File: src/rtl/common_p.sv
// rtl/common_p.sv - shared clock-domain bundle and counter boundary-policy types
package common_p;

   typedef struct packed {
      logic clk;
      logic sync_rst;
      logic clk_en;
   } clk_dom_s;

   // Encoding 2'd3 is not named; lanes fall back to SATURATE for it.
   typedef enum logic [1:0] {
      WRAP     = 2'd0,
      SATURATE = 2'd1,
      RELOAD   = 2'd2
   } count_mode_e;

endpackage

File: src/rtl/bounded_counter_lane.sv
// rtl/bounded_counter_lane.sv - one bounded up/down counter lane with boundary policy
module bounded_counter_lane
   import common_p::*;
#(
   parameter int BIT_WIDTH = 8
) (
   input  logic                 i_clk,
   input  logic                 i_rst,
   input  logic                 i_clk_en,
   input  logic                 i_counter_en,
   input  logic                 i_init_en,
   input  logic                 i_decay_en,
   input  logic                 i_clear_en,
   input  logic [BIT_WIDTH-1:0] i_seed,
   input  logic [BIT_WIDTH-1:0] i_growth,
   input  logic [BIT_WIDTH-1:0] i_decay,
   input  logic [BIT_WIDTH-1:0] i_upper,
   input  logic [BIT_WIDTH-1:0] i_lower,
   input  count_mode_e          i_mode,
   output logic [BIT_WIDTH-1:0] o_count,
   output logic                 o_overflow,
   output logic                 o_underflow,
   output logic                 o_at_upper,
   output logic                 o_at_lower
);

   localparam int W = BIT_WIDTH;
   localparam logic signed [W+1:0] ONE = (W+2)'(1);

   logic [W-1:0]        r_count;
   logic                r_ovf;
   logic                r_udf;

   logic [W-1:0]        w_next;
   logic                w_ovf;
   logic                w_udf;
   logic                w_update;
   logic [W:0]          w_sum;
   logic signed [W+1:0] w_diff;
   logic signed [W+1:0] w_upper_s;
   logic signed [W+1:0] w_lower_s;
   logic signed [W+1:0] w_wrap_up;
   logic signed [W+1:0] w_wrap_dn;

   assign w_update = i_clk_en && (i_counter_en || i_clear_en);

   // Arithmetic is widened so neither the carry nor a borrow below zero is lost.
   always_comb begin
      w_sum     = {1'b0, r_count} + {1'b0, i_growth};
      w_diff    = signed'({2'b00, r_count}) - signed'({2'b00, i_decay});
      w_upper_s = signed'({2'b00, i_upper});
      w_lower_s = signed'({2'b00, i_lower});
      w_wrap_up = w_lower_s + (signed'({1'b0, w_sum}) - w_upper_s - ONE);
      w_wrap_dn = w_upper_s - (w_lower_s - w_diff - ONE);
   end

   always_comb begin
      w_next = r_count;
      w_ovf  = 1'b0;
      w_udf  = 1'b0;
      if (i_clear_en) begin
         w_next = '0;
      end else if (i_init_en) begin
         w_next = i_seed;
      end else if (i_lower > i_upper) begin
         w_next = i_lower;
      end else if (i_decay_en) begin
         if ((i_decay != '0) && (w_diff < w_lower_s)) begin
            w_udf = 1'b1;
            case (i_mode)
               WRAP:    w_next = (w_wrap_dn < w_lower_s) ? i_upper : w_wrap_dn[W-1:0];
               RELOAD:  w_next = i_seed;
               default: w_next = i_lower;
            endcase
         end else begin
            w_next = w_diff[W-1:0];
         end
      end else begin
         if ((i_growth != '0) && (w_sum > {1'b0, i_upper})) begin
            w_ovf = 1'b1;
            case (i_mode)
               WRAP:    w_next = (w_wrap_up > w_upper_s) ? i_lower : w_wrap_up[W-1:0];
               RELOAD:  w_next = i_seed;
               default: w_next = i_upper;
            endcase
         end else begin
            w_next = w_sum[W-1:0];
         end
      end
   end

   always_ff @(posedge i_clk) begin
      if (i_rst) begin
         r_count <= '0;
         r_ovf   <= 1'b0;
         r_udf   <= 1'b0;
      end else if (w_update) begin
         r_count <= w_next;
         r_ovf   <= w_ovf;
         r_udf   <= w_udf;
      end else begin
         r_ovf   <= 1'b0;
         r_udf   <= 1'b0;
      end
   end

   assign o_count     = r_count;
   assign o_overflow  = r_ovf;
   assign o_underflow = r_udf;
   assign o_at_upper  = (r_count == i_upper);
   assign o_at_lower  = (r_count == i_lower);

endmodule

File: src/rtl/bounded_counter.sv
// rtl/bounded_counter.sv - array of independent bounded counter lanes
module bounded_counter
   import common_p::*;
#(
   parameter int BIT_WIDTH = 8,
   parameter int CHANNELS  = 1
) (
   input  clk_dom_s                              sys_dom_i,
   input  logic        [CHANNELS-1:0]                 counter_en_i,
   input  logic        [CHANNELS-1:0]                 init_en_i,
   input  logic        [CHANNELS-1:0]                 decay_en_i,
   input  logic        [CHANNELS-1:0]                 clear_en_i,
   input  logic        [CHANNELS-1:0][BIT_WIDTH-1:0]  seed_i,
   input  logic        [CHANNELS-1:0][BIT_WIDTH-1:0]  growth_rate_i,
   input  logic        [CHANNELS-1:0][BIT_WIDTH-1:0]  decay_rate_i,
   input  logic        [CHANNELS-1:0][BIT_WIDTH-1:0]  upper_bound_i,
   input  logic        [CHANNELS-1:0][BIT_WIDTH-1:0]  lower_bound_i,
   input  count_mode_e [CHANNELS-1:0]                 mode_i,
   output logic        [CHANNELS-1:0][BIT_WIDTH-1:0]  count_o,
   output logic        [CHANNELS-1:0]                 overflow_o,
   output logic        [CHANNELS-1:0]                 underflow_o,
   output logic        [CHANNELS-1:0]                 at_upper_o,
   output logic        [CHANNELS-1:0]                 at_lower_o
);

   for (genvar n = 0; n < CHANNELS; n++) begin : g_lane
      bounded_counter_lane #(
         .BIT_WIDTH (BIT_WIDTH)
      ) u_lane (
         .i_clk        (sys_dom_i.clk),
         .i_rst        (sys_dom_i.sync_rst),
         .i_clk_en     (sys_dom_i.clk_en),
         .i_counter_en (counter_en_i[n]),
         .i_init_en    (init_en_i[n]),
         .i_decay_en   (decay_en_i[n]),
         .i_clear_en   (clear_en_i[n]),
         .i_seed       (seed_i[n]),
         .i_growth     (growth_rate_i[n]),
         .i_decay      (decay_rate_i[n]),
         .i_upper      (upper_bound_i[n]),
         .i_lower      (lower_bound_i[n]),
         .i_mode       (mode_i[n]),
         .o_count      (count_o[n]),
         .o_overflow   (overflow_o[n]),
         .o_underflow  (underflow_o[n]),
         .o_at_upper   (at_upper_o[n]),
         .o_at_lower   (at_lower_o[n])
      );
   end

endmodule

File: config.mk
export PLATFORM = sky130hd
export DESIGN_NAME = bounded_counter
export DESIGN_NICKNAME = d
export VERILOG_FILES = /design/src/rtl/common_p.sv /design/src/rtl/bounded_counter_lane.sv /design/src/rtl/bounded_counter.sv
export SDC_FILE = /design/constraint.sdc
export NUM_CORES = 1
export LEC_CHECK = 0
export ABC_AREA = 1
export ABC_CLOCK_PERIOD_IN_PS = 8910
export CAP_MARGIN = 20
export CELL_PAD_IN_SITES_DETAIL_PLACEMENT = 1
export CELL_PAD_IN_SITES_GLOBAL_PLACEMENT = 1
export CORE_ASPECT_RATIO = 0.6
export CORE_MARGIN = 1.5
export CORE_UTILIZATION = 43
export DETAILED_ROUTE_END_ITERATION = 16
export GPL_TIMING_DRIVEN = 0
export PLACE_DENSITY = 0.94
export SYNTH_ARGS = -nofsm -noshare
export SYNTH_HDL_FRONTEND = slang
export SYNTH_SLANG_ARGS = --single-unit
File: constraint.sdc
create_clock -name sys_dom_i -period 8.91 [get_ports sys_dom_i]
set_clock_uncertainty 0.15 [all_clocks]
set_input_delay 1.3365 -clock sys_dom_i [delete_from_list [all_inputs] [get_ports sys_dom_i]]
set_output_delay 1.3365 -clock sys_dom_i [all_outputs]
set_load 0.05 [all_outputs]
# After elaboration in Yosys (flattened, before gate mapping)
# Index checks and enable logic that the tools add are counted.
[word_totals] output_inout_bits=12 reg_bits=10 input_bits=49
[op_classes] magnitude_cmp=5 addsub=8 mux=12 n_reduce_logical=9 bitwise_logic=2 n_eq_ne=3
[op_table] op="8-bit 2-to-1 mux" count=8
[op_table] op="8-bit one-hot mux with 2 select lines" count=2
[op_table] op="10-bit by 9-bit less-than comparator with 1-bit output" count=2
[op_table] op="10-bit by 2-bit subtractor with 10-bit output (second input constant)" count=2
[op_table] op="9-bit by 10-bit subtractor with 10-bit output" count=2
[op_table] op="8-bit == test" count=2
[op_table] op="8-bit nonzero test" count=2
[op_table] op="6-bit OR reduction" count=2
[op_table] op="9-bit by 10-bit adder with 10-bit output" count=1
[op_table] op="10-bit by 9-bit > comparator with 1-bit output" count=1
[op_table] op="9-bit by 8-bit subtractor with 10-bit output" count=1
[op_table] op="8-bit by 8-bit adder with 9-bit output" count=1
[op_table] op="9-bit by 8-bit > comparator with 1-bit output" count=1
[op_table] op="8-bit by 8-bit subtractor with 9-bit output" count=1
[op_table] op="8-bit > comparator" count=1
[op_table] op="1-bit logical AND" count=3
[op_table] op="2-bit == test (second input constant)" count=1
[op_table] op="2-bit zero test" count=1
[op_table] op="1-bit 2-to-1 mux" count=2
[op_table] op="1-bit NOT" count=2
[op_table] op="1-bit logical OR" count=1

# Logic depth before layout (Yosys ltp)
[depth] depth_word=12 depth_mapped=35 depth_no_buf=35

# Worst setup path after synthesis
# Ideal clock, no wire load.
[synth_timing] path_kind="input-to-reg" startpoint="input port growth_rate_i[0] (netlist name)" endpoint="register g_lane[0].u_lane.r_count[6]" stages=32 setup_slack_ps=3509 n_path_buf=0 arrival_ps=5112 required_time_ps=8621 cell_sequence="ha_1 > inv_1 > fa_1 > nand3b_1 > nand2_1 > xor2_1 > inv_1 > fa_1 > inv_1 > ha_1 > a21oi_1 > o21ai_2 > nand3_1 > nand2_1 > xnor2_1 > inv_1 > ha_1 > nand2_1 > inv_1 > nand4_1 > nand2_1 > nand2_2 > nand2_4 > nand2_1 > nand3_1 > nand2_1 > nand2_1 > nand2_1 > nand3_1 > nand2_1 > nand2_1 > a21oi_2"
[synth_between] elab_chain_len=12 word_cells_on_any_way=15 cone_classes="add/sub: 4; order compare: 2; mux: 7; reduce/logical: 2"
[synth_rtl] item="start, declared" line="bounded_counter.sv:14" text="input logic [CHANNELS-1:0][BIT_WIDTH-1:0] growth_rate_i,"
[synth_rtl] item="8-bit by 8-bit adder with 9-bit output" line="bounded_counter_lane.sv:49" text="w_sum = {1'b0, r_count} + {1'b0, i_growth};"
[synth_rtl] item="9-bit by 8-bit subtractor with 10-bit output" line="bounded_counter_lane.sv:53" text="w_wrap_up = w_lower_s + (signed'({1'b0, w_sum}) - w_upper_s - ONE);"
[synth_rtl] item="10-bit by 2-bit subtractor with 10-bit output" line="bounded_counter_lane.sv:53"
[synth_rtl] item="9-bit by 10-bit adder with 10-bit output" line="bounded_counter_lane.sv:53"
[synth_rtl] item="10-bit by 9-bit > comparator with 1-bit output" line="bounded_counter_lane.sv:82" text="WRAP: w_next = (w_wrap_up > w_upper_s) ? i_lower : w_wrap_up[W-1:0];"
[synth_rtl] item="8-bit 2-to-1 mux" line="bounded_counter_lane.sv:82"
[synth_rtl] item="8-bit one-hot mux with 2 select lines" line="bounded_counter_lane.sv:81" text="case (i_mode)"
[synth_rtl] item="8-bit 2-to-1 mux *" line="bounded_counter_lane.sv:79" text="if ((i_growth != '0) && (w_sum > {1'b0, i_upper})) begin"
[synth_rtl] item="8-bit 2-to-1 mux *" line="bounded_counter_lane.sv:67" text="end else if (i_decay_en) begin"
[synth_rtl] item="8-bit 2-to-1 mux *" line="bounded_counter_lane.sv:65" text="end else if (i_lower > i_upper) begin"
[synth_rtl] item="8-bit 2-to-1 mux *" line="bounded_counter_lane.sv:63" text="end else if (i_init_en) begin"
[synth_rtl] item="8-bit 2-to-1 mux *" line="bounded_counter_lane.sv:61" text="if (i_clear_en) begin"
[synth_rtl] item="end signal, assigned" line="bounded_counter_lane.sv:98" text="r_count <= w_next;"
[synth_rtl] item="end, declared" line="bounded_counter_lane.sv:30" text="logic [W-1:0] r_count;"
# Mark *: on every way between the ends. The rest lies on a longest branch, timed or not.
# A chain may end at the register's enable or synchronous reset.

# Worst setup path after layout
# Ends and elaborated chain as after synthesis.

==> key figures <==
Run status
  – Status: finished, final reports clean

Yosys
  – Synth area leaders: ha_1 20%, nand2_1 17%, inv_1 11%, fa_1 8.6%, nand3_1 7.1%
  – Compound-gate portion of the synthesized area: 0.120
  – Mux share of post-synthesis cell area: 0
  – Cell count after synthesis: 733
  – Top post-synthesis cells by count: 204 x nand2_1, 125 x inv_1, 72 x ha_1
  – Share of the synthesized area in the top cell type: 0.204
  – Syn nets: 873
  – Register area share after synthesis: 0.0453
  – Synth Area in Adders: 0.290
  – Post-synthesis cell type count: 40
  – Number of synthesized flops with an enable pin: 0
  – FF+latch count, synth: 10
  – Synth async-reset ratio: 0
  – Post-synthesis xor/xnor area fraction: 0.0516
  – Simple logic cell fraction of the synthesized area: 0.371
  – Post-synthesis cell area: roughly 4400 µm²
  – Post-synth top flop: dfxtp_1
  – Ys Warns: 0
  – Count leader, synth: nand2_1
  – Syn_area_per_cell: roughly 6 µm²
  – Leading area contributor after synthesis: ha_1
  – Largest family of logic cells by synthesized area: simple AND/OR/NAND/NOR gates

STA
  – Final hold slack: 107 ps
  – Final setup viols: 0
  – Fin. Hold Viols: 0
  – Slew Limit Fails: 0
  – Max-slew headroom: 0.522
  – Post-route setup TNS: 0 ps
  – RSZ-0062 raised after global routing: no
  – Tmin final: just over 7000 ps
  – Worst Tran Pin Value: 711 ps
  – FMAX: 141 MHz
  – Tcrit/Tclk final: 0.798
  – Post-layout worst setup margin: 1800 ps

Final layout
  – Storage cell area: ~200 µm²
  – # fillers: 1366
  – Layout cell share with drive strength beyond 1: 0.0669
  – Synth-to-layout area growth: 26.0%
  – Nets@finish: 945
  – Area of the multi-input gates: about 3700 µm²
  – Antenna Cells: 0

Global routing
  – Vias in the first global route: 6176
  – First-pass GRT wire length: 33.5 mm
  – Most used routing layer in global routing: met2
  – Met3 usage: 0.161
  – Met1 global-route usage: 0.513
  – Initial antenna violation count: 0
  – Met2 usage: 0.654
  – Total Routing Usage GR: 0.425
  – Grt ovf: 0
  – Pin count of the biggest net entering global routing: 11

Placed design
  – GP Congestion: between 0.9 and 1
  – Post-Place Worst Slack: 1980 ps
  – Post-DP HPWL: 15.9 mm
  – Buffers on Ports: 55

Die
  – Starting Density: 0.445
  – I/O pins: 61
  – # rows: 28
  – Die X: 134 µm
  – Core area: ~10000 µm²
  – Die ar.: 10900 µm²
  – Die height: 81.5 µm

Worst setup path
  – Critical path type: input pin to flip-flop
  – Crit Path Max Fanout: 9
  – CP Launch Type: input pin
  – R2R Setup Slk: 2840 ps
  – CP endpoint kind: flip-flop
  – Slowest stage delay, CP: between 500 and 600 ps
  – CP max-delay cell: clkdlybuf4s50_1
  – Crit path max-delay family: simple AND/OR/NAND/NOR gates
  – Critical Path AT: 7130 ps
  – Crit path top cell by count: nand2_1
  – Buf+Inv Stages, Crit Path: 6
  – WP data required: 8930 ps

Clock network
  – PostCTS Resize Cnt: 0
  – # hold bufs at CTS: 0
  – Clk Latency, worst-skew pair: 250 ps
  – CTS tree: built
  – Post-CTS Setup Inserts: 0
  – Clk slew on worst S/H paths: 40 ps

Routing
  – Vias post-DR: between 5000 and 6000
  – Pre-antenna DRT Iters: 8
  – Final antenna-violating net count: 0
  – DRT Wirelength: 22.8 mm
  – Initial drt markers: 704
  – Routed WL per cell: between 20 and 25 µm
  – Post-route DRC: 0
  – Via density: ~6

Job
  – Max cap viols: 0

Hold path
  – Worst hold path class: clock port to flip-flop
==> through the flow <==
step / cells / utilization / instance area, µm²
CTS: 942 / 0.561 / 5560
global placement: 923 / 0.518 / 5130
floorplan: 733 / - / 4420
finish: 942 / 0.561 / 5560
global route: 942 / 0.561 / 5560
detailed placement: 923 / 0.518 / 5130
==> tightest hold or removal path, stage by stage <==
cell and delay, ps:
buf_1 130, clkbuf_16 160, clkbuf_16 130, a21oi_2 30
==> metal layers <==
layer / vias up / part of all wire
li1: 2498 / -
met1: 2727 / 0.41
met2: 471 / 0.42
met3: 108 / 0.13
met4: 0 / 0.039
met5: - / 0
==> worst paths after layout <==
kind / startpoint / end / cells after the start
hold reg to reg: g_lane[0].u_lane.o_count[0] / g_lane[0].u_lane.o_count[0] / 2
setup / recovery: growth_rate_i[0] / g_lane[0].u_lane.o_count[6] / 34
setup reg to reg: g_lane[0].u_lane.o_count[1] / g_lane[0].u_lane.o_count[6] / 32
hold / removal: sys_dom_i[1] / g_lane[0].u_lane.o_count[5] / 4
==> layout make-up <==
type / count / area share
Tap cell: 135 / 0.0304
Buffer: 11 / 0.0103
Clock inverter: 2 / 0.00630
Clock buffer: 17 / 0.0706
Multi-Input combinational cell: 584 / 0.661
Timing Repair Buffer: 55 / 0.0990
Sequential cell: 10 / 0.0360
Inverter: 128 / 0.0864
==> placed cells by master, fill, tap and decap left out, drive strengths merged, types with 4 or more instances in the layout <==
cell	Yosys	layout
nand2	215	215
inv	127	127
ha	72	72
nor2	66	66
nand3	64	64
a21oi	64	64
clkdlybuf4s50	0	55
clkbuf	5	22
fa	19	19
xor2	16	16
o21ai	16	16
nand4	13	13
xnor2	10	10
dfxtp	10	10
nor4	6	6
buf	6	6
nand3b	5	5
or2	4	4
==> sequential cells by signal, indices dropped and copies added (netlist names) <==
name and cells:
g_lane.u_lane.o_count 8, g_lane.u_lane.o_underflow 1, g_lane.u_lane.o_overflow 1
==> cells by family (layout without fill, tap and decap cells) <==
family / count (synthesis) / after routing
AOI/OAI and AO/OA: 90 / 90
xor gates and xnor gates: 26 / 26
and+or+nand+nor: 377 / 377
DFF: 10 / 10
buffers and inverters: 139 / 213
adders and majority gates: 91 / 91
Power is left out: the tool's default activity adds up to more than one toggle a clock period on the data nets, which glitch-free logic cannot reach.
